File: config.mk
export PLATFORM = sky130hd
export DESIGN_NAME = completion_monitor
export DESIGN_NICKNAME = d
export VERILOG_FILES = /design/src/rtl/completion_monitor.sv
export SDC_FILE = /design/constraint.sdc
export NUM_CORES = 1
export LEC_CHECK = 0
export BUFFER_PORTS_ARGS = -buffer_cell sky130_fd_sc_hd__buf_2
export CORE_MARGIN = 3
export CORE_UTILIZATION = 55
export DETAILED_ROUTE_END_ITERATION = 12
export MAX_ROUTING_LAYER = met4
export PLACE_DENSITY = 0.87
export SETUP_SLACK_MARGIN = 0.2
export SYNTH_ARGS = -nofsm -noshare
export SYNTH_HDL_FRONTEND = slang
export SYNTH_SLANG_ARGS = --single-unit
File: constraint.sdc
create_clock -name clk -period 10.12 [get_ports clk]
set_input_delay 0 -clock clk [delete_from_list [all_inputs] [get_ports clk]]
set_output_delay 0 -clock clk [all_outputs]
set_load 0.05 [all_outputs]
File: src/rtl/completion_monitor.sv
// Arms on start, watches per-channel power-off levels, captures and checks each
// channel's signature once per run, and reports pass / mismatch / timeout status.
module completion_monitor #(
    parameter int NCH   = 2,
    parameter int SIG_W = 32,
    parameter int CNT_W = 32
) (
    input  logic                 clk,
    input  logic                 rst,
    input  logic                 start,
    input  logic [NCH-1:0]       ch_enable,
    input  logic [CNT_W-1:0]     timeout_limit,
    input  logic [NCH*SIG_W-1:0] exp_sig,
    input  logic [NCH-1:0]       ch_poweroff,
    input  logic [NCH*SIG_W-1:0] ch_signature,
    output logic                 busy,
    output logic                 done,
    output logic                 pass,
    output logic                 fail_timeout,
    output logic [NCH-1:0]       fail_mask,
    output logic [NCH-1:0]       captured,
    output logic [CNT_W-1:0]     cycles
);

    typedef enum logic [1:0] {IDLE, RUN, DONE} state_t;

    state_t               state_q;
    logic [NCH-1:0]       en_q;
    logic [CNT_W-1:0]     limit_q;
    logic [NCH*SIG_W-1:0] exp_q;
    logic [NCH-1:0]       captured_q, captured_d;
    logic [NCH-1:0]       fail_mask_q, fail_mask_d;
    logic [CNT_W-1:0]     cycles_q, cycles_d;
    logic                 fail_to_q, busy_q, done_q, pass_q;

    logic [NCH-1:0]       mism, cap_now;
    logic [CNT_W:0]       cyc_inc;
    logic                 complete, timeout_hit;

    always_comb begin
        mism = '0;
        for (int i = 0; i < NCH; i++)
            mism[i] = (ch_signature[i*SIG_W +: SIG_W] != exp_q[i*SIG_W +: SIG_W]);
        cap_now     = en_q & ~captured_q & ch_poweroff;
        captured_d  = captured_q | cap_now;
        // Completion counts captures landing this cycle, so it beats a same-cycle timeout.
        complete    = ((captured_d & en_q) == en_q);
        cyc_inc     = {1'b0, cycles_q} + {{CNT_W{1'b0}}, 1'b1};
        timeout_hit = (limit_q != '0) && (cyc_inc == {1'b0, limit_q}) && !complete;
        cycles_d    = (&cycles_q) ? cycles_q : cyc_inc[CNT_W-1:0];
        fail_mask_d = fail_mask_q | (cap_now & mism)
                    | ({NCH{timeout_hit}} & en_q & ~captured_d);
    end

    always_ff @(posedge clk) begin
        if (rst) begin
            state_q     <= IDLE;
            en_q        <= '0;
            limit_q     <= '0;
            exp_q       <= '0;
            captured_q  <= '0;
            fail_mask_q <= '0;
            cycles_q    <= '0;
            fail_to_q   <= 1'b0;
            busy_q      <= 1'b0;
            done_q      <= 1'b0;
            pass_q      <= 1'b0;
        end else begin
            case (state_q)
                IDLE, DONE: begin
                    if (start) begin
                        en_q        <= ch_enable;
                        limit_q     <= timeout_limit;
                        exp_q       <= exp_sig;
                        captured_q  <= '0;
                        fail_mask_q <= '0;
                        cycles_q    <= '0;
                        fail_to_q   <= 1'b0;
                        busy_q      <= 1'b1;
                        done_q      <= 1'b0;
                        pass_q      <= 1'b0;
                        state_q     <= RUN;
                    end
                end
                RUN: begin
                    captured_q  <= captured_d;
                    fail_mask_q <= fail_mask_d;
                    cycles_q    <= cycles_d;
                    if (complete || timeout_hit) begin
                        state_q   <= DONE;
                        busy_q    <= 1'b0;
                        done_q    <= 1'b1;
                        fail_to_q <= timeout_hit;
                        pass_q    <= complete && (fail_mask_d == '0);
                    end
                end
                default: state_q <= IDLE;
            endcase
        end
    end

    assign busy         = busy_q;
    assign done         = done_q;
    assign pass         = pass_q;
    assign fail_timeout = fail_to_q;
    assign fail_mask    = fail_mask_q;
    assign captured     = captured_q;
    assign cycles       = cycles_q;

endmodule

==> After elaboration in Yosys (flattened, before gate mapping) <==
Cells that the tools add are included.
{ "word_totals": {"output_inout_bits": 40, "word_cells": 67, "input_bits": 167, "ff_bits": 140} }
{ "op_classes": {"addsub": 1, "bitwise": 11, "n_mux": 19, "n_reduce_logical": 16, "n_eq_ne": 9} }
{ "ops": {"columns": ["cell", "count"], "rows": [
  ["$mux W32", 2],
  ["$ne A32 B32 Y1", 2],
  ["$pmux W32 S2", 1],
  ["$add A32 B1 Y33 const B", 1],
  ["$eq A33 B32 Y1", 1],
  ["$reduce_and A32 Y1", 1],
  ["$reduce_bool A32 Y1", 1],
  ["$and A2 B2 Y2", 6],
  ["$pmux W2 S2", 3],
  ["$pmux W1 S2", 4],
  ["$mux W1", 6],
  ["$mux W2", 3],
  ["$ne A2 B2 Y1 const B", 3],
  ["$or A2 B2 Y2", 3],
  ["$reduce_and A2 Y1", 3],
  ["$reduce_and A3 Y1", 2],
  ["$logic_not A2 Y1", 2],
  ["$not A2 Y2", 2],
  ["$logic_and A1 B1 Y1", 3],
  ["$eq A2 B1 Y1 const B", 1],
  ["$eq A2 B2 Y1", 1],
  ["$eq A2 B2 Y1 const B", 1],
  ["$reduce_bool A2 Y1", 1],
  ["$reduce_or A2 Y1", 1],
  ["other kinds (2)", 2]
]} }

==> Logic depth before layout (Yosys ltp) <==
{ "depth": {"ltp_word": 15, "ltp_mapped": 12, "ltp_nobuf": 9} }

==> Worst setup path before layout <==
OpenSTA, ideal clock, no wires.
{ "synth_timing": {"path_type": "register to register", "startpoint": "reg cycles_q[1] (netlist: cycles[1])", "endpoint": "reg pass_q (netlist: pass)", "synth_period_minus_slack_ns": 3.935, "path_buffers": 2, "path_stages_with_launch": 12, "setup_ns": 0.120, "t_arrival_ns": 3.815, "slack_ns": 6.185, "required_time_ns": 10.000, "path_cell_list": "dfxtp_1 -> ha_1 -> clkbuf_1 -> nand3_1 -> or4_1 -> nor4_1 -> xnor2_1 -> nand4_1 -> or4_1 -> or4_1 -> buf_2 -> a211o_1"} }
{ "synth_via": {"elab_chain_len": 11, "word_cells_on_any_way": 14, "classes_between": "add/sub: 1; eq/ne: 2; mux: 2; bitwise: 3; reduce/logical: 6"} }
{ "synth_lines": {"columns": ["element", "line", "text"], "rows": [
  ["start, declared", "33", "logic [CNT_W-1:0] cycles_q, cycles_d;"],
  ["start signal, assigned", "88", "cycles_q <= cycles_d;"],
  ["$add A32 B1 Y33 *", "48", "cyc_inc = {1'b0, cycles_q} + {{CNT_W{1'b0}}, 1'b1};"],
  ["$eq A33 B32 Y1 *", "49", "timeout_hit = (limit_q != '0) && (cyc_inc == {1'b0, limit_q}) && !complete;"],
  ["$logic_and A1 B1 Y1 * (2 in series)", "49", null],
  ["$and A2 B2 Y2 (2 in series)", "52", "| ({NCH{timeout_hit}} & en_q & ~captured_d);"],
  ["$or A2 B2 Y2", "52", null],
  ["$logic_not A2 Y1", "94", "pass_q <= complete && (fail_mask_d == '0);"],
  ["$logic_and A1 B1 Y1", "94", null],
  ["$mux W1", "89", "if (complete || timeout_hit) begin"],
  ["$pmux W1 S2", "69", "case (state_q)"],
  ["end signal, assigned", "94", null],
  ["end, declared", "34", "logic fail_to_q, busy_q, done_q, pass_q;"]
]} }
Mark *: on every way between the ends. The rest lies on a longest branch, timed or not. The select of a mux whose other input is x is not followed.
A chain may end at the register's enable or synchronous reset.

==> Worst setup path after layout <==
{ "layout_timing": {"startpoint": "reg cycles_q[0] (netlist: cycles[0])", "endpoint": "reg pass_q (netlist: pass)"} }
The elaborated chain is that of the path after synthesis.

==> reports/metrics.yaml <==
final-max-slew-violation-count: 0
synth_seq_cells: 140
p_per_area_nw_per_um2: 149
skew_ps: 10.0
syn-mean-instance-area_um2: 7.55
synth_compound_area_frac: 0.151
slew-limit-headroom: 0.267
crit_family: "simple AND/OR/NAND/NOR gates"
hold_path_depth: 2
portBuffers: 206
synthFlopType: "dfxtp_1"
grt_pass1_wl_mm: 41.8
finalSetupTns_ps: 0
min_to: "cycles[28]"
avgViaCountPerCell: 5.99
synth_edf_count: 0
regToRegEndpoint: "pass"
path_cells: "ha_1, nand3_1, or4_1, nor4_1, xnor2_1, nand4_1, or4_1, or4_1, a211o_1"
hp-start: "rst"
final-setup-viol-count: 0
die_area_um2: 14500
cp.required_ps: 10430
yosysSeqAreaShare: 0.389
ioPinCount: 207
fmax_mhz: 242
drv_cap: 0
critPathKind: "flop to flop"
crit_fanout: 11
final.period_utilization: 0.408
start_util: 0.566
grt-ovfl-total: 0
grt_pass1_vias: 8396
coreArea_um2: 12700
clock_latency_ps: 420
clock-sinks: 140
worst_setup_path_end_kind: "flop"
cts_setup_buffers: 0
ant_nets: 0
setup_slack_ps: 5990
synth_fa_ha_area_frac: 0.00313
die_y_um: 120
antenna_found_initial: 1
path_buf_inv: 0
ctsRootBufferMaster: "clkbuf_16"
routabilityCongestion: 0.957
critPathArrivalTime_ps: 4440
slowest_delay_ps: 640
clock_tree.buffer_depth: 2
drc: 0
synth_area_um2: 7200
synth_mux_area_frac: 0.00139
status: "complete, no violations"
grt_max_degree: 105
r2r_setup_slack_ps: 5990
syn_to_final_growth_pct: 37.2
crit-reg2reg-launch: "cycles[0]"
mappedNetlistNets: 1122
drtIter0Drc: 916
total_power_uw: 1480
fin_nets: 1389
r2r_cells: 9
ys_warn_count: 0
worst_setup_path_start_kind: "flop"
tritoncts: "built"
drive_gt1_frac: 0.202
ir_worst_vdd_mv: 0.125
hold_viol_final: 0
wl_per_cell_um: 18.9
rsz0062_at_grt: "false"
cts-hold-fix-buffers: 101
period_minus_slack_ps: 4130
synthArstFlopShare: 0
hp-class: "input port to flop"
p_leak_uw: 0.00396
cts-resized-gates: 0
synthCells: 954
utilization: 0.777
synth_top_family_by_area: "simple AND/OR/NAND/NOR gates"
synth_simple_gate_area_share: 0.275
vias: 8426
hpwl_mm: 14.8
cp_slowest_cell: "or4_1"
drt-total-wl_mm: 26.6
cp_common_cell: "or4_1"
synth_xor_area_frac: 0.140
cts_inserted_buffers: 17
path_clk_slew_ps: 60
synth_cell_type_count: 49
num_rows: 41
gr-usage-all-layers: 0.368
dp_slack_ps: 6150
die_w_um: 120
cts-htree-levels: 4
worst_pin_slew_ps: 1100
firstDrtPassIters: 8
## placed cells by master, fill, tap and decap left out, drive strengths merged, types with 3 or more instances in the layout
cell type	synthesis	final
or4	7	7
buf	11	212
nor2b	4	4
nand3	19	19
nor4	25	25
and2	7	7
dlygate4sd3	0	101
a21oi	138	138
nand2	230	230
clkinvlp	0	3
bufinv	0	3
clkinv	0	3
nor3	20	20
inv	10	13
xnor2	92	92
or3	15	15
clkbuf	54	19
and3	3	3
o31ai	3	3
a31oi	5	5
dfxtp	140	140
nand4	31	31
xor2	23	23
and4	5	5
nand3b	6	6
nor2	42	42
o21ai	31	31
nand2b	6	6
## how the worst max path moves through the flow
stage	from	end	slack, ps	cells after the start
after floorplan	cycles[1]	pass	6180	11
after global placement	cycles[0]	pass	6200	9
after detailed placement	cycles[0]	pass	6150	9
after CTS	cycles[0]	pass	6130	9
after global routing	cycles[0]	pass	5690	9
final	cycles[0]	pass	5990	9
## metrics by stage
stage	hold WS, ps	cells	instance area [µm²]
floorplan	119	954	7200
global placement	239	1273	8260
detailed placement	245	1273	8260
CTS	40.9	1405	9880
global route	64.0	1406	9880
finish	69.9	1407	9880
## metal layers
metal	wire length [µm]	track usage	vias to the layer above
met4	1360	0.194	0
met2	12900	0.606	634
met1	9690	0.416	3841
met3	2680	0.0907	143
met5	0	-	-
li1	-	-	3808
## cells by family (layout without fill, tap and decap cells)
family | Yosys count | after routing
AND/OR/NAND/NOR | 423 | 423
other | 0 | 2
AO/OA/AOI/OAI | 198 | 198
multiplexers | 1 | 1
buffers and inverters | 75 | 354
XOR/XNOR | 115 | 115
flip-flops | 140 | 140
adder cells (fa/ha/maj) | 2 | 2
## flip-flops by register name, indices dropped and copies added (netlist names)
| signal | flops |
|---|---|
| done | 1 |
| captured | 2 |
| exp_q | 64 |
| state_q | 2 |
| busy | 1 |
| en_q | 2 |
| cycles | 32 |
| fail_timeout | 1 |
| fail_mask | 2 |
| pass | 1 |
| limit_q | 32 |
## worst register-to-register path, stage by stage (launching register included)
cell	delay, ps
dfxtp_1	540
ha_1	420
nand3_1	250
or4_1	640
nor4_1	530
xnor2_1	180
nand4_1	100
or4_1	400
or4_1	630
a211o_1	340
## synthesized netlist by cell type, types with 6 or more instances
cell | instances | share of area
nand4_1 | 29 | 0.025
nand3_1 | 19 | 0.013
nor4_1 | 25 | 0.022
nor3_1 | 20 | 0.014
inv_1 | 10 | 0.0052
buf_2 | 6 | 0.0042
a21oi_1 | 138 | 0.096
nand3b_1 | 6 | 0.0063
nand2_1 | 230 | 0.12
clkbuf_1 | 54 | 0.028
nand2b_1 | 6 | 0.0052
nor2_1 | 42 | 0.022
or3_1 | 15 | 0.013
xor2_1 | 23 | 0.028
dfxtp_1 | 140 | 0.39
xnor2_1 | 92 | 0.11
or4_1 | 6 | 0.0063
o21ai_0 | 31 | 0.022
## power breakdown
group          internal (µW)  leakage (µW)  switching (µW)
Sequential               577       0.00115            24.9
Combinational            105       0.00252             121
Clock                    396      0.000288             252
## layout make-up
class / count / area (µm²)
flip-flops and latches: 140 / 2800
well taps: 172 / 215
clock buffers: 19 / 443
fillers: 837 / 2840
clock inverters: 12 / 164
inverters: 10 / 37.5
multi-input cells: 739 / 4130
diodes: 2 / 5.00
repair buffers: 313 / 2090
No activity file was read; power rests on OpenSTA's default activity.
